[src/rtl/muldiv_ctrl.sv]
// muldiv_ctrl: HI/LO multiply/divide unit with a 1-cycle multiply, a 33-cycle restoring divide and pipeline stall control.
module muldiv_ctrl (
  input  logic        clk,
  input  logic        rst_n,
  input  logic        start_i,
  input  logic [1:0]  op_i,
  input  logic [31:0] rs_i,
  input  logic [31:0] rt_i,
  input  logic        mthi_i,
  input  logic        mtlo_i,
  input  logic [31:0] wdata_i,
  input  logic        mf_req_i,
  output logic [31:0] hi_o,
  output logic [31:0] lo_o,
  output logic        busy_o,
  output logic        stall_o,
  output logic        done_o
);
  typedef enum logic [1:0] {IDLE, MUL, DIV, FIX} state_t;
  state_t      state_q;
  logic        sgn_q, done_q;
  logic [5:0]  cnt_q;
  logic [31:0] rs_q, rt_q, quo_q, dvs_q, rem_q, hi_q, lo_q;
  logic [63:0] prod_d;
  logic [32:0] rem_sh, rem_sub;
  logic [31:0] rem_d, quo_d, quo_fix, rem_fix;
  logic        ge;
  function automatic logic [31:0] mag(input logic [31:0] x, input logic s);
    return (s & x[31]) ? -x : x;
  endfunction
  always_comb begin
    prod_d  = {sgn_q ? {32{rs_q[31]}} : 32'b0, rs_q} * {sgn_q ? {32{rt_q[31]}} : 32'b0, rt_q};
    rem_sh  = {rem_q, quo_q[31]};
    rem_sub = rem_sh - {1'b0, dvs_q};
    ge      = ~rem_sub[32];
    rem_d   = ge ? rem_sub[31:0] : rem_sh[31:0];
    quo_d   = {quo_q[30:0], ge};
    quo_fix = (sgn_q & (rs_q[31] ^ rt_q[31])) ? -quo_q : quo_q;
    rem_fix = (sgn_q & rs_q[31]) ? -rem_q : rem_q;
  end
  always_ff @(posedge clk or negedge rst_n) begin
    if (!rst_n) begin
      state_q <= IDLE;
      sgn_q   <= 1'b0;
      done_q  <= 1'b0;
      cnt_q   <= '0;
      rs_q    <= '0;
      rt_q    <= '0;
      quo_q   <= '0;
      dvs_q   <= '0;
      rem_q   <= '0;
      hi_q    <= '0;
      lo_q    <= '0;
    end else begin
      done_q <= 1'b0;
      case (state_q)
        IDLE: begin
          if (start_i) begin
            rs_q    <= rs_i;
            rt_q    <= rt_i;
            sgn_q   <= ~op_i[0];
            quo_q   <= mag(rs_i, ~op_i[0]);
            dvs_q   <= mag(rt_i, ~op_i[0]);
            rem_q   <= '0;
            cnt_q   <= '0;
            state_q <= op_i[1] ? DIV : MUL;
          end else begin
            if (mthi_i) hi_q <= wdata_i;
            if (mtlo_i) lo_q <= wdata_i;
          end
        end
        MUL: begin
          hi_q    <= prod_d[63:32];
          lo_q    <= prod_d[31:0];
          done_q  <= 1'b1;
          state_q <= IDLE;
        end
        DIV: begin
          quo_q   <= quo_d;
          rem_q   <= rem_d;
          cnt_q   <= cnt_q + 6'd1;
          state_q <= (cnt_q == 6'd31) ? FIX : DIV;
        end
        FIX: begin
          // a zero divisor bypasses sign correction and reports all-ones / dividend
          lo_q    <= (rt_q == '0) ? 32'hFFFF_FFFF : quo_fix;
          hi_q    <= (rt_q == '0) ? rs_q : rem_fix;
          done_q  <= 1'b1;
          state_q <= IDLE;
        end
        default: state_q <= IDLE;
      endcase
    end
  end
  assign hi_o    = hi_q;
  assign lo_o    = lo_q;
  assign done_o  = done_q;
  assign busy_o  = (state_q != IDLE);
  assign stall_o = busy_o & (start_i | mthi_i | mtlo_i | mf_req_i);
endmodule
[config.mk]
export PLATFORM = sky130hd
export DESIGN_NAME = muldiv_ctrl
export DESIGN_NICKNAME = d
export VERILOG_FILES = /design/src/rtl/muldiv_ctrl.sv
export SDC_FILE = /design/constraint.sdc
export NUM_CORES = 2
export LEC_CHECK = 0
export CAP_MARGIN = 15
export CELL_PAD_IN_SITES_DETAIL_PLACEMENT = 0
export CELL_PAD_IN_SITES_GLOBAL_PLACEMENT = 1
export CORE_MARGIN = 2
export CORE_UTILIZATION = 51
export CTS_CLUSTER_DIAMETER = 100
export CTS_CLUSTER_SIZE = 10
export DETAILED_ROUTE_END_ITERATION = 10
export HOLD_SLACK_MARGIN = 0.08
export PLACE_DENSITY = 0.95
export SYNTH_ARGS = -nofsm -noshare
export SYNTH_HDL_FRONTEND = slang
export SYNTH_SLANG_ARGS = --single-unit
[constraint.sdc]
create_clock -name clk -period 11.1 [get_ports clk]
set_clock_uncertainty 0.05 [all_clocks]
set_input_delay 2.22 -clock clk [delete_from_list [all_inputs] [get_ports clk]]
set_output_delay 2.22 -clock clk [all_outputs]
set_load 0.02 [all_outputs]
==> flow_summary.toml <==
[synth]
synth_area_leader_cell = "fa_1"
synth_xor_xnor_area_share = 0.0375
synth.distinct_cells = 79
synth_fp_nets = 8755
ys_top_cells_by_area = "fa_1 46%, inv_1 9.5%, dfrtp_1 9.3%, ha_1 6.9%, and2_1 5.8%"
yosysMostFrequentCell = "inv_1"
yosysSeqAreaShare = 0.0934
yosys.area.top_type_share = 0.455
ys_top_cells_by_count = "1585 x inv_1, 1420 x fa_1, 921 x nand2_1"
synth_warnings = 0
synth_area_per_cell_um2 = 9.07
synth-simple-area-share = 0.147
ys_seq_elements = 233
synth-async-reset-ratio = 1.00
synth_top_family_by_area = "adder cells"
syn_area_um2 = 62400
synth-adder-area-share = 0.525
synth-edff-count = 0
synth.area.mux_share = 0.00673
netlist_instances = 6885
synth_compound_area_frac = 0.0729
ys.flop_type = "dfrtp_1"

[worst_setup_path]
crit_path_max_incr_delay_ps = 1110
critPathKind = "flip-flop to flip-flop"
worst-path-max-fanout = 23
endpoint_kind = "flip-flop"
required_ps = 11460
slowest_stage = "dfrtp_1"
cp-start-kind = "flip-flop"
cp_common_cell = "fa_1"
cp_data_arrival_time_ps = 10450
path_buf_inv = 5
cp_top_family = "adder cells"

[clock_network]
numCtsBuffers = 27
cts_resized = 0
htree_num_levels = 1
cts_root_buffer = "clkbuf_16"
post_cts_buffers = 0
clock_latency_ps = 590
clk_pin_slew_ps = 70
cts_tree = "yes"
cts_sinks = 233
clockBufferDepth = 3
cts_hold_buffers = 0

[global_routing]
antenna_found_initial = 8
grt_max_degree = 115
grt_use_total = 0.313
grt_pass1_vias = 50955
grt_pass1_wl_mm = 300
grt-ovfl-total = 0

[flow_run]
max_cap_viol_count = 0

[detailed_routing]
dr.pass1.iters = 6
vias = 47399
post_drt_wl_per_cell_um = 22.3
wl_met2_mm = 87.3
totalWireLength_mm = 189
dr.max_layer_used = "met5"
wl_met3_mm = 17.1
drc = 0
drtAntennaViolNets = 0
wl_met1_mm = 74.8
drt_iter0_drc = 4412
vias_per_cell = 5.60

[floorplan]
dieWidth_um = 354
start_util = 0.514
pin_count = 171
core_um2 = 122000
die-area_um2 = 125000
die_h_um = 354
num_rows = 128

[finish]
area_growth_pct = 6.41
fin_nets = 8699
fillCellCount = 10864
layout-drive-gt1-share = 0.0287
finalCoreUtilization = 0.547
fin_area_um2 = 66400

[timing]
rsz0062_at_grt = "false"
max_slew_margin = 0.173
fin_crit_ps = 10090
finalSetupViolations = 0
setup_ws_ps = 1010
finalHoldViolations = 0
worst_pin_slew_ps = 1240
period_share = 0.909
drv_slew = 0
fmax_mhz = 99.1
fin_setup_tns_ps = 0

[placed_design]
preCtsSetupSlack_ps = 1170
port_buffers = 170
placed_area_um2 = 65600
dp_hpwl_mm = 158
gp_congestion = 0.998

[run_status]
status = "completed"

[worst_hold_path]
hold_path_class = "flip-flop to flip-flop"
[layout by cell type (no fill, tap or decap), types with 13 or more instances in the layout]
| master | n |
|---|---|
| o21ai_0 | 219 |
| nand2b_1 | 21 |
| nor3_1 | 22 |
| ha_1 | 346 |
| nor2b_1 | 17 |
| xor2_1 | 85 |
| nor4_1 | 18 |
| a21oi_1 | 181 |
| a22oi_1 | 21 |
| inv_1 | 1585 |
| or3_1 | 15 |
| o22ai_1 | 18 |
| nand3_1 | 24 |
| o21a_1 | 14 |
| clkbuf_16 | 27 |
| nor2_1 | 185 |
| nand4_1 | 25 |
| buf_4 | 106 |
| o221ai_1 | 16 |
| clkdlybuf4s50_1 | 169 |
| a21o_1 | 54 |
| fa_1 | 1420 |
| o31ai_1 | 22 |
| mux2i_1 | 42 |
| o21bai_1 | 13 |
| o211ai_1 | 23 |
| dfrtp_1 | 222 |
| o21ai_1 | 14 |
| and2_1 | 576 |
| nand2_1 | 919 |
| a31oi_1 | 39 |
| xnor2_1 | 182 |
| and3_1 | 33 |
[sequential cells by signal (all words and copies together) (netlist names)]
| signal | count |
|---|---|
| state_q | 2 |
| rs_q | 32 |
| done_o | 1 |
| rem_q | 32 |
| dvs_q | 31 |
| sgn_q | 1 |
| rt_q | 32 |
| cnt_q | 6 |
| hi_o | 32 |
| quo_q | 32 |
| lo_o | 32 |
[per-stage QoR]
step / std cells / hold WS, ps
2_1_floorplan: 6885 / 400
3_3_place_gp: 8422 / 411
3_5_place_dp: 8422 / 415
4_1_cts: 8460 / 430
5_1_grt: 8463 / 456
6_report: 8467 / 429
[logic make-up (layout without fill, tap and decap cells)]
| kind of cell | count (synthesis) | in the layout |
|---|---|---|
| AOI/OAI and AO/OA | 724 | 724 |
| xor gates and xnor gates | 267 | 267 |
| adders and majority gates | 1768 | 1768 |
| buffers and inverters | 1948 | 1901 |
| DFF | 233 | 233 |
| muxes | 42 | 42 |
| other | 0 | 4 |
| and+or+nand+nor | 1903 | 1903 |
[layout make-up]
type | instances | area [µm²] | area share
tap | 1625 | 2030 | 0.0306
timing repair buffer | 278 | 2560 | 0.0385
clock inverter | 3 | 30.0 | 0.000452
sequential | 233 | 5840 | 0.0880
antenna | 4 | 10.0 | 0.000151
clock buffer | 35 | 706 | 0.0106
multi-input combinational | 4704 | 49300 | 0.742
inverter | 1585 | 5950 | 0.0896
[tightest hold or removal path: stages (launching register included)]
cell and delay, ps:
dfrtp_1 340, nand2_1 50, nand2_1 50
[final timing paths]
path / from / endpoint / slack, ps / cells past startpoint
worst max-delay path: rt_q[10]$_DFFE_PN0P_ / hi_o[26]$_DFFE_PN0P_ / 1010 / 28
worst max register to register: rt_q[10]$_DFFE_PN0P_ / hi_o[26]$_DFFE_PN0P_ / 1010 / 28
max in group asynchronous: rst_n / rt_q[14]$_DFFE_PN0P_ / 7710 / 2
worst min-delay path: rt_q[22]$_DFFE_PN0P_ / rt_q[22]$_DFFE_PN0P_ / 430 / 2
min in group asynchronous: rst_n / rt_q[26]$_DFFE_PN0P_ / 1680 / 1
worst min register to register: rt_q[22]$_DFFE_PN0P_ / rt_q[22]$_DFFE_PN0P_ / 430 / 2
[routing by layer]
metal,track usage,vias to the layer above
met1,0.426,24301
met3,0.0559,440
li1,-,20367
met5,0,-
met4,0.131,6
met2,0.496,2285
Power is left out: the tool's default activity adds up to more than one toggle a clock period on the data nets, which glitch-free logic cannot reach.
